--- config.mk ---
export PLATFORM = sky130hd
export DESIGN_NAME = seq_park_clarke_flat
export DESIGN_NICKNAME = d
export VERILOG_FILES = /design/src/rtl/seq_park_clarke_if.sv /design/src/rtl/seq_park_clarke.sv /design/src/flat_wrapper.sv
export SDC_FILE = /design/constraint.sdc
export NUM_CORES = 2
export LEC_CHECK = 0
export ABC_AREA = 0
export BUFFER_PORTS_ARGS = -buffer_cell sky130_fd_sc_hd__buf_4
export CAP_MARGIN = 20
export CORE_MARGIN = 5
export CORE_UTILIZATION = 45
export DETAILED_ROUTE_END_ITERATION = 10
export PLACE_DENSITY = 0.58
export SLEW_MARGIN = 20
export SYNTH_ARGS = -nofsm -noshare
export SYNTH_HDL_FRONTEND = slang
export SYNTH_SLANG_ARGS = --single-unit
--- constraint.sdc ---
create_clock -name clk -period 18.3 [get_ports clk]
set_input_delay 0 -clock clk [delete_from_list [all_inputs] [get_ports clk]]
set_output_delay 0 -clock clk [all_outputs]
set_load 0.05 [all_outputs]
--- src/rtl/seq_park_clarke_if.sv ---
// Operand/result handshake bundle for seq_park_clarke.
// With PARKCLARKE_SAT_EN defined, the bundle also carries the sticky ovf flag.
interface seq_park_clarke_if #(
  parameter int N = 32
);
  logic                in_valid;
  logic                in_ready;
  logic                mode;
  logic signed [N-1:0] in_x;
  logic signed [N-1:0] in_y;
  logic signed [N-1:0] cos_th;
  logic signed [N-1:0] sin_th;
  logic                out_valid;
  logic                out_ready;
  logic signed [N-1:0] out_x;
  logic signed [N-1:0] out_y;
  logic signed [N-1:0] out_z;
  logic                busy;
`ifdef PARKCLARKE_SAT_EN
  logic                ovf;
`endif

  modport slave (
    input  in_valid, mode, in_x, in_y, cos_th, sin_th, out_ready,
    output in_ready, out_valid, out_x, out_y, out_z, busy
`ifdef PARKCLARKE_SAT_EN
    , output ovf
`endif
  );

  modport master (
    output in_valid, mode, in_x, in_y, cos_th, sin_th, out_ready,
    input  in_ready, out_valid, out_x, out_y, out_z, busy
`ifdef PARKCLARKE_SAT_EN
    , input ovf
`endif
  );
endinterface

--- src/rtl/seq_park_clarke.sv ---
// Sequential Park/Clarke engine sharing one signed Q-format multiplier (inverse dq->abc, forward ab->dq).
// Optional PARKCLARKE_SAT_EN: saturating add/sub with a sticky ovf flag; otherwise two's-complement wrap.
module seq_park_clarke #(
  parameter int N = 32,
  parameter int Q = 18
) (
  input  logic            clk,
  input  logic            rst_n,
  seq_park_clarke_if.slave bus
);
  localparam int W2 = 2 * N;
  localparam logic [63:0] K_SQ3_2_L   = (64'd8660254 * (64'd1 << Q) + 64'd5000000) / 64'd10000000;
  localparam logic [63:0] K_INV_SQ3_L = (64'd5773503 * (64'd1 << Q) + 64'd5000000) / 64'd10000000;
  localparam logic signed [N-1:0] K_SQ3_2   = N'(K_SQ3_2_L);
  localparam logic signed [N-1:0] K_INV_SQ3 = N'(K_INV_SQ3_L);
`ifdef PARKCLARKE_SAT_EN
  localparam logic signed [N-1:0] S_MAX = {1'b0, {(N-1){1'b1}}};
  localparam logic signed [N-1:0] S_MIN = {1'b1, {(N-1){1'b0}}};
`endif

  typedef enum logic [2:0] {S_IDLE, S_0, S_1, S_2, S_3, S_4, S_FIN, S_HOLD} state_t;

  function automatic logic signed [N-1:0] f_addsub(input logic signed [N-1:0] a,
                                                    input logic signed [N-1:0] b,
                                                    input logic sub);
`ifdef PARKCLARKE_SAT_EN
    logic [N:0] s;
    s = sub ? ({a[N-1], a} - {b[N-1], b}) : ({a[N-1], a} + {b[N-1], b});
    if (s[N] != s[N-1]) return s[N] ? S_MIN : S_MAX;
    return s[N-1:0];
`else
    return sub ? (a - b) : (a + b);
`endif
  endfunction

`ifdef PARKCLARKE_SAT_EN
  function automatic logic f_ovf(input logic signed [N-1:0] a,
                                 input logic signed [N-1:0] b,
                                 input logic sub);
    logic [N:0] s;
    s = sub ? ({a[N-1], a} - {b[N-1], b}) : ({a[N-1], a} + {b[N-1], b});
    return s[N] ^ s[N-1];
  endfunction
`endif

  state_t              r_state, w_next;
  logic                r_mode;
  logic signed [N-1:0] r_x, r_y, r_c, r_s;
  logic signed [N-1:0] r_p [5];
  logic signed [N-1:0] r_out_x, r_out_y, r_out_z;
  logic                r_out_valid;

  logic signed [N-1:0] w_ma, w_mb, w_p;
  logic signed [W2-1:0] w_prod;
  logic signed [N-1:0] w_fw_2b, w_fw_sum, w_inv_alpha, w_inv_beta;
  logic signed [N-1:0] w_half, w_neg_half, w_ib, w_ic, w_id, w_iq;
  logic                w_in_ready, w_busy;

  // Full 2N-bit product, arithmetic shift by Q, low N bits kept (floor).
  assign w_prod = W2'(w_ma) * W2'(w_mb);
  assign w_p    = N'(w_prod >>> Q);

  assign w_fw_2b     = f_addsub(r_y, r_y, 1'b0);
  assign w_fw_sum    = f_addsub(r_x, w_fw_2b, 1'b0);
  assign w_inv_alpha = f_addsub(r_p[0], r_p[1], 1'b1);
  assign w_inv_beta  = f_addsub(r_p[2], r_p[3], 1'b0);
  assign w_half      = w_inv_alpha >>> 1;
  assign w_neg_half  = f_addsub('0, w_half, 1'b1);
  assign w_ib        = f_addsub(w_neg_half, r_p[4], 1'b0);
  assign w_ic        = f_addsub(w_neg_half, r_p[4], 1'b1);
  assign w_id        = f_addsub(r_p[1], r_p[2], 1'b0);
  assign w_iq        = f_addsub(r_p[4], r_p[3], 1'b1);

  // NOTE: sequential state uses non-blocking assignments so every register samples pre-edge values.
  always_ff @(posedge clk) begin
    if (!rst_n) r_state <= S_IDLE;
    else        r_state <= w_next;
  end

  // NOTE: every combinational output gets a default first so no path infers a latch.
  always_comb begin
    w_next = r_state;
    unique case (r_state)
      S_IDLE:  if (bus.in_valid) w_next = S_0;
      S_0:     w_next = S_1;
      S_1:     w_next = S_2;
      S_2:     w_next = S_3;
      S_3:     w_next = S_4;
      S_4:     w_next = S_FIN;
      S_FIN:   w_next = S_HOLD;
      S_HOLD:  if (bus.out_ready) w_next = S_IDLE;
      default: w_next = S_IDLE;
    endcase
  end

  always_comb begin
    w_in_ready = (r_state == S_IDLE);
    w_busy     = (r_state != S_IDLE);
    w_ma       = '0;
    w_mb       = '0;
    unique case (r_state)
      S_0: if (r_mode) begin w_ma = K_INV_SQ3; w_mb = w_fw_sum; end
           else        begin w_ma = r_c;       w_mb = r_x;      end
      S_1: if (r_mode) begin w_ma = r_c; w_mb = r_x; end
           else        begin w_ma = r_s; w_mb = r_y; end
      S_2: if (r_mode) begin w_ma = r_s; w_mb = r_p[0]; end
           else        begin w_ma = r_s; w_mb = r_x;    end
      S_3: if (r_mode) begin w_ma = r_s; w_mb = r_x; end
           else        begin w_ma = r_c; w_mb = r_y; end
      S_4: if (r_mode) begin w_ma = r_c;     w_mb = r_p[0];     end
           else        begin w_ma = K_SQ3_2; w_mb = w_inv_beta; end
      default: ;
    endcase
  end

  // NOTE: operand and product registers carry no reset; the FSM never reads them before writing them.
  always_ff @(posedge clk) begin
    if (r_state == S_IDLE && bus.in_valid) begin
      r_mode <= bus.mode;
      r_x    <= bus.in_x;
      r_y    <= bus.in_y;
      r_c    <= bus.cos_th;
      r_s    <= bus.sin_th;
    end
    unique case (r_state)
      S_0:     r_p[0] <= w_p;
      S_1:     r_p[1] <= w_p;
      S_2:     r_p[2] <= w_p;
      S_3:     r_p[3] <= w_p;
      S_4:     r_p[4] <= w_p;
      default: ;
    endcase
  end

  always_ff @(posedge clk) begin
    if (!rst_n) begin
      r_out_valid <= 1'b0;
      r_out_x     <= '0;
      r_out_y     <= '0;
      r_out_z     <= '0;
    end else if (r_state == S_FIN) begin
      r_out_valid <= 1'b1;
      r_out_x     <= r_mode ? w_id : w_inv_alpha;
      r_out_y     <= r_mode ? w_iq : w_ib;
      r_out_z     <= r_mode ? '0   : w_ic;
    end else if (r_state == S_HOLD && bus.out_ready) begin
      r_out_valid <= 1'b0;
    end
  end

`ifdef PARKCLARKE_SAT_EN
  logic r_ovf, w_sat_evt;

  // A saturation counts only in the state that consumes the saturated sum.
  always_comb begin
    w_sat_evt = 1'b0;
    unique case (r_state)
      S_0:   w_sat_evt = r_mode & (f_ovf(r_y, r_y, 1'b0) | f_ovf(r_x, w_fw_2b, 1'b0));
      S_4:   w_sat_evt = ~r_mode & f_ovf(r_p[2], r_p[3], 1'b0);
      S_FIN: w_sat_evt = r_mode ? (f_ovf(r_p[1], r_p[2], 1'b0) | f_ovf(r_p[4], r_p[3], 1'b1))
                                : (f_ovf(r_p[0], r_p[1], 1'b1) | f_ovf('0, w_half, 1'b1) |
                                   f_ovf(w_neg_half, r_p[4], 1'b0) | f_ovf(w_neg_half, r_p[4], 1'b1));
      default: ;
    endcase
  end

  always_ff @(posedge clk) begin
    if (!rst_n)         r_ovf <= 1'b0;
    else if (w_sat_evt) r_ovf <= 1'b1;
  end

  assign bus.ovf = r_ovf;
`endif

  assign bus.in_ready  = w_in_ready;
  assign bus.busy      = w_busy;
  assign bus.out_valid = r_out_valid;
  assign bus.out_x     = r_out_x;
  assign bus.out_y     = r_out_y;
  assign bus.out_z     = r_out_z;
endmodule

--- src/flat_wrapper.sv ---
// flat-port wrapper written by rule: the top's interface ports become plain ports
module seq_park_clarke_flat 
#(
  parameter int N = 32,
  parameter int Q = 18
)
  (clk, rst_n, bus_in_valid, bus_mode, bus_in_x, bus_in_y, bus_cos_th, bus_sin_th, bus_out_ready, bus_in_ready, bus_out_valid, bus_out_x, bus_out_y, bus_out_z, bus_busy);
  seq_park_clarke_if #(.N(N)) bus_i ();
  input  logic clk;
  input  logic rst_n;
  input wire logic [$bits(bus_i.in_valid)-1:0] bus_in_valid;
  input wire logic [$bits(bus_i.mode)-1:0] bus_mode;
  input wire logic [$bits(bus_i.in_x)-1:0] bus_in_x;
  input wire logic [$bits(bus_i.in_y)-1:0] bus_in_y;
  input wire logic [$bits(bus_i.cos_th)-1:0] bus_cos_th;
  input wire logic [$bits(bus_i.sin_th)-1:0] bus_sin_th;
  input wire logic [$bits(bus_i.out_ready)-1:0] bus_out_ready;
  output wire logic [$bits(bus_i.in_ready)-1:0] bus_in_ready;
  output wire logic [$bits(bus_i.out_valid)-1:0] bus_out_valid;
  output wire logic [$bits(bus_i.out_x)-1:0] bus_out_x;
  output wire logic [$bits(bus_i.out_y)-1:0] bus_out_y;
  output wire logic [$bits(bus_i.out_z)-1:0] bus_out_z;
  output wire logic [$bits(bus_i.busy)-1:0] bus_busy;
  assign bus_i.in_valid = bus_in_valid;
  assign bus_i.mode = bus_mode;
  assign bus_i.in_x = bus_in_x;
  assign bus_i.in_y = bus_in_y;
  assign bus_i.cos_th = bus_cos_th;
  assign bus_i.sin_th = bus_sin_th;
  assign bus_i.out_ready = bus_out_ready;
  assign bus_in_ready = bus_i.in_ready;
  assign bus_out_valid = bus_i.out_valid;
  assign bus_out_x = bus_i.out_x;
  assign bus_out_y = bus_i.out_y;
  assign bus_out_z = bus_i.out_z;
  assign bus_busy = bus_i.busy;
  seq_park_clarke #(.N(N), .Q(Q)) u_core (.clk(clk), .rst_n(rst_n), .bus(bus_i));
endmodule
* Yosys cells after proc, flatten, opt, wreduce, memory -nomap -nowiden
Memory sizes are Yosys's and may differ from the RTL's.
Index checks and enable logic that the tools add are counted.
** Cells by class
- $add $sub $neg :: 9
- $mul :: 1
- Equality and inequality tests :: 9
- Multiplexer cells :: 40
- Reduce and logical (&&, ||, !) cells :: 11
** Operators by type and width (number)
- $mux W32 :: 15
- $add A32 B32 Y32 :: 5
- $pmux W32 S5 :: 1
- $pmux W32 S4 :: 1
- $reduce_or A32 Y1 :: 4
- $sub A32 B32 Y32 :: 3
- $mul A32 B32 Y50 :: 1
- $sub A1 B31 Y32 const A :: 1
- $pmux W3 S8 :: 1
- $mux W3 :: 6
- $mux W1 :: 16
- $eq A3 B3 Y1 const B :: 4
- $eq A3 B2 Y1 const B :: 2
- $ne A2 B2 Y1 const B :: 2
- $eq A3 B1 Y1 const B :: 1
- $logic_not A3 Y1 :: 1
- $reduce_bool A3 Y1 :: 1
- $logic_and A1 B1 Y1 :: 2
- $reduce_and A2 Y1 :: 1
- $reduce_bool A2 Y1 :: 1
- $reduce_or A2 Y1 :: 1
** Word-level totals
- Register bits after elaboration :: 229
- RAM bits :: 160
- Input bits :: 133
- Output and inout bits :: 99
- Logic and storage cells :: 81
- Memories kept :: 1
** Memories
- u_core.r_p :: depth 5, width 32, rd ports 5, clocked after memory_dff 0, write ports 1, line seq_park_clarke.sv:49 : logic signed [N-1:0] r_p [5];

* Logic depth before layout (Yosys ltp)
- Depth after elaboration :: 9
- Depth in mapped cells :: 46
- Mapped depth without buffers :: 45

* Worst setup path before layout
No wires, ideal clock.
- Path type :: reg2reg
- Start :: register u_core.r_state[1]
- End :: memory u_core.r_p[0][31], data pin
- Library setup time :: 0.278 ns
- Data arrival time :: 10.612 ns
- Data required time :: 18.022 ns
- Slack :: 7.410 ns
- Cell stages (with the launch flop) :: 40
- Buffers on the path :: 5
- Period minus slack after synthesis :: 10.890 ns
- Cells stage by stage :: dfxtp_1 clkbuf_1 inv_1 nor2_1 clkbuf_1 clkbuf_1 clkbuf_1 a221oi_1 nor2_1 a21oi_1 o21ai_1 clkbuf_1 nand2_1 fa_1 fa_1 fa_1 inv_1 fa_1 (+4 left out) fa_1 inv_1 ha_1 a21o_1 a21o_1 a21o_1 a21o_1 a21oi_1 o31a_1 o21ai_1 a31o_2 a221oi_1 o21ai_0 o21a_1 o21ai_0 nand2b_1 a31oi_1 xnor2_1
** On the way
- Word-level cells in the longest chain between the ends :: 8
- Elaborated cells between the ends (all ways) :: 22
- Those cells by class :: 1 x mul; 5 x eq/ne; 12 x mux; 4 x reduce/logical
** Ends and longest elaborated chain
- from (decl) :: line seq_park_clarke.sv:46 : state_t r_state, w_next;
- from (signal assigned) :: line seq_park_clarke.sv:77 : else r_state <= w_next;
- $eq A3 B2 Y1 / $eq A3 B3 Y1 (equally long branches) :: line seq_park_clarke.sv:101 : unique case (r_state)
- $reduce_or A2 Y1 (no source line)
- $pmux W32 S4 :: line seq_park_clarke.sv:101
- $mul A32 B32 Y50 * :: line seq_park_clarke.sv:60 : assign w_prod = W2'(w_ma) * W2'(w_mb);
- net u_core.w_prod[49] :: line seq_park_clarke.sv:54 : logic signed [W2-1:0] w_prod;
- $mux W32 (no source line) (3 in a row)
- $mux W32 (no source line) *
- to (decl) :: line seq_park_clarke.sv:49
The timed path passes the listed nets; every way through them passes the cells marked *.

* Worst setup path in the final report
- Start :: register u_core.r_y[0]
- End :: memory u_core.r_p[0][31], data pin
** On the way
- Word-level cells in the longest chain between the ends :: 9
- Elaborated cells between the ends (all ways) :: 10
- Those cells by class :: 2 x add/sub; 1 x mul; 7 x mux
** Ends and longest elaborated chain
- from (decl) :: line seq_park_clarke.sv:48 : logic signed [N-1:0] r_x, r_y, r_c, r_s;
- from (signal assigned) :: line seq_park_clarke.sv:121 : r_y <= bus.in_y;
- $add A32 B32 Y32 (2 in a row) :: line seq_park_clarke.sv:32 : return sub ? (a - b) : (a + b);
- $mux W32 :: line seq_park_clarke.sv:102 : S_0: if (r_mode) begin w_ma = K_INV_SQ3; w_mb = w_fw_sum; end
- $pmux W32 S4 * :: line seq_park_clarke.sv:101
- $mul A32 B32 Y50 * :: line seq_park_clarke.sv:60
- net u_core.w_prod[49] :: line seq_park_clarke.sv:54
- $mux W32 (no source line) (3 in a row)
- $mux W32 (no source line) *
Marks and branches as above.

==> flow_metrics.env <==
export IMPL_cp_data_arrival_time_ps=12490
export IMPL_syn_inst=6053
export IMPL_final_nets=7665
export IMPL_core_area_um2=122000
export IMPL_cp_slowest_cell="a21oi_1"
export IMPL_cts_root_buf="clkbuf_16"
export IMPL_grt_overflow=0
export IMPL_syn_area_um2=55100
export IMPL_cts_path_max_buffers=3
export IMPL_report_final_slew_viol_count=0
export IMPL_cts_tree="built"
export IMPL_synth_top_flop_cell="edfxtp_1"
export IMPL_num_rows=128
export IMPL_path_common_cell="fa_1"
export IMPL_track_usage_pct=28.1
export IMPL_grt_max_degree=74
export IMPL_synth_area_per_cell_um2=9.10
export IMPL_clkTransAtPathRegs_ps=60
export IMPL_via_per_inst=5.60
export IMPL_clk_latency_ps=630
export IMPL_dr_pass1_iters=5
export IMPL_io_pins=232
export IMPL_vias=44600
export IMPL_synth_seq_cells=389
export IMPL_max_cap_viol_count=0
export IMPL_finalCriticalPeriod_ps=12110
export IMPL_syn_nets=7421
export IMPL_htreeDepth=2
export IMPL_utilization_pct=50.9
export IMPL_crit_fanout=9
export IMPL_portBuffers=231
export IMPL_cts_resized=0
export IMPL_outcome="finished, final reports clean"
export IMPL_tns_ps=0
export IMPL_max_freq_ghz=0.0826
export IMPL_finalSetupViolCount=0
export IMPL_relSlewSlack_pct=22.5
export IMPL_wl_mm=185
export IMPL_synth_cell_types=103
export IMPL_grt_pass1_vias=45500
export IMPL_gp_congestion=0.931
export IMPL_grt_antenna_before_repair=6
export IMPL_drc=0
export IMPL_startpoint_type="register"
export IMPL_tightestPinTransition_ps=1150
export IMPL_fin_worst_skew_ps=34.2
export IMPL_async_reset_ff_share_pct=0
export IMPL_cts_sinks=389
export IMPL_detail_route_wl_per_cell_um=23.2
export IMPL_postRouteAntennaNets=0
export IMPL_max_stage_delay_ps=910
export IMPL_required_ps=18680
export IMPL_yosysWarnings=0
export IMPL_drive_gt1_share_pct=8.32
export IMPL_dieArea_um2=130000
export IMPL_setup_worst_path_class="reg2reg"
export IMPL_postCtsSetupRepairBufs=0
export IMPL_synth_yosys_seq_area_share_pct=19.4
export IMPL_hold_viol_final=0
export IMPL_area_delta_synth_final_pct=12.3
export IMPL_end_kind="register"
export IMPL_die_x_um=360
export IMPL_numCtsBuffers=46
export IMPL_synth_edf_count=289
export IMPL_drt_iter0_markers=3958
export IMPL_finalCritPeriodShare_pct=66.2
export IMPL_rsz0062_at_grt="false"
export IMPL_antenna_cells=0
export IMPL_dpl_hpwl_mm=144
export IMPL_min_path_type="in2reg"
export IMPL_grt_pass1_wl_mm=279
export IMPL_die_y_um=360
export IMPL_start_util_pct=45.3
## cells by family after synthesis
logic type,Yosys count,synth area share (%)
adders and majority gates,1240,40.2
and+or+nand+nor,1830,14.8
DFF,389,19.4
xor gates and xnor gates,243,3.97
buffers and inverters,1322,9.01
AOI/OAI and AO/OA,974,11.7
muxes,55,1.01
## routing by layer
metal / vias to the layer above / share of wire, % / global-route usage (%)
met5: - / 0.014 / 0
met4: 4 / 3.6 / 8.84
met3: 352 / 8.5 / 5.13
met2: 1823 / 45 / 45.0
met1: 22400 / 43 / 39.2
li1: 20000 / - / -
## cells in the mapped netlist (12+ instances only)
cell type / n / area, µm²
fa_1: 884 / 17700
nor3_1: 84 / 420
o21a_1: 39 / 293
and2_1: 73 / 457
o22ai_1: 30 / 188
a211oi_1: 45 / 338
a211o_1: 14 / 123
nand4_1: 12 / 75.1
or3_1: 33 / 206
ha_1: 351 / 4390
a21oi_1: 257 / 1290
a31oi_1: 28 / 175
nand2_1: 853 / 3200
edfxtp_1: 289 / 8680
o21bai_1: 17 / 128
nand3_1: 65 / 325
o211ai_1: 23 / 173
clkbuf_1: 242 / 908
nand2b_1: 66 / 413
xnor2_1: 170 / 1490
o22a_1: 15 / 131
mux2i_1: 48 / 480
or2_2: 17 / 106
nor2b_1: 53 / 332
nor2_1: 479 / 1800
a22oi_1: 58 / 435
xor2_1: 68 / 596
dfxtp_1: 100 / 2000
o21ai_0: 169 / 846
buf_1: 26 / 97.6
o31ai_1: 12 / 90.1
and3_1: 35 / 219
a221oi_1: 57 / 499
o21ai_1: 21 / 105
inv_1: 1052 / 3950
a21o_1: 81 / 608
## critical path, delay by kind of cell, from the launching register on
family / cells / cell delay, ps
fa+ha+maj: 11 / 4890
compound gates: 19 / 5300
flops: 1 / 420
buf+inv: 2 / 110
simple gates: 5 / 740
xor+xnor: 2 / 380
## sequential cells by signal, summed over array words and instances, names as in the netlist, 3 cells and up
register and cells:
u_core.r_y 32, u_core.r_x 32, u_core.bus.out_x 32, u_core.bus.out_z 32, u_core.r_c 32, u_core.r_s 32
u_core.r_state 3, u_core.bus.out_y 32, u_core.r_p 160
## final cells by class
class	count	area [µm²]
clock buffer	59	1290
clock inverter	27	314
fill	11500	59800
inverter	1053	3950
multi-input combinational	4342	39800
sequential	389	10700
tap	1625	2030
timing repair buffer	465	3840
## final timing paths
path / slack, ps / cells past startpoint / start / to
worst max-delay path: 6190 / 39 / u_core.r_y[0]$_DFFE_PP_ / u_core.r_p[0][31]$_DFFE_PP_
worst min-delay path: 80 / 2 / bus_cos_th[8] / u_core.r_c[8]$_DFFE_PP_
worst max register to register: 6190 / 39 / u_core.r_y[0]$_DFFE_PP_ / u_core.r_p[0][31]$_DFFE_PP_
worst min register to register: 450 / 2 / u_core.bus.out_z[10]$_SDFFE_PN0P_ / u_core.bus.out_z[10]$_SDFFE_PN0P_
## metrics by stage
step           std cells  instance area (µm²)  setup slack [ps]  hold WS, ps
3_3_place_gp        7740                58900              6530          179
4_1_cts             7959                61900              6250         38.3
5_1_grt             7960                61900              5420         65.3
6_report            7960                61900              6190         80.1
3_5_place_dp        7740                58900              6330          179
2_1_floorplan       6053                55100              7410         98.9
## repair_timing
action / CTS / global route
endpoints found under the hold margin: 155 / 0
hold buffers: 133 / 0
endpoints found under the setup margin: 0 / 0
## placed cells by master, fill, tap and decap left out, types with 15 or more instances in the layout
cell | Yosys | final
o21bai_1 | 17 | 17
clkbuf_16 | 0 | 49
a211oi_1 | 45 | 44
a221oi_1 | 57 | 55
a21o_1 | 81 | 81
fa_1 | 884 | 884
a22oi_1 | 58 | 58
or3_1 | 33 | 33
o22a_1 | 15 | 15
and3_1 | 35 | 35
ha_1 | 351 | 351
a21oi_1 | 257 | 256
nor3_1 | 84 | 81
dlygate4sd3_1 | 0 | 133
nand2b_1 | 66 | 64
nand3_1 | 65 | 64
o21a_1 | 39 | 39
edfxtp_1 | 289 | 289
o21ai_0 | 169 | 167
xor2_1 | 68 | 68
nor2b_1 | 53 | 50
xnor2_1 | 170 | 170
nor2_1 | 479 | 471
o211ai_1 | 23 | 23
and2_1 | 73 | 72
mux2i_1 | 48 | 48
inv_1 | 1052 | 1050
buf_4 | 1 | 331
a31oi_1 | 28 | 28
o22ai_1 | 30 | 17
nand2_1 | 853 | 853
or2_2 | 17 | 17
dfxtp_1 | 100 | 97
Power is left out: the tool's default activity adds up to more than one toggle a clock period on the data nets, which glitch-free logic cannot reach.
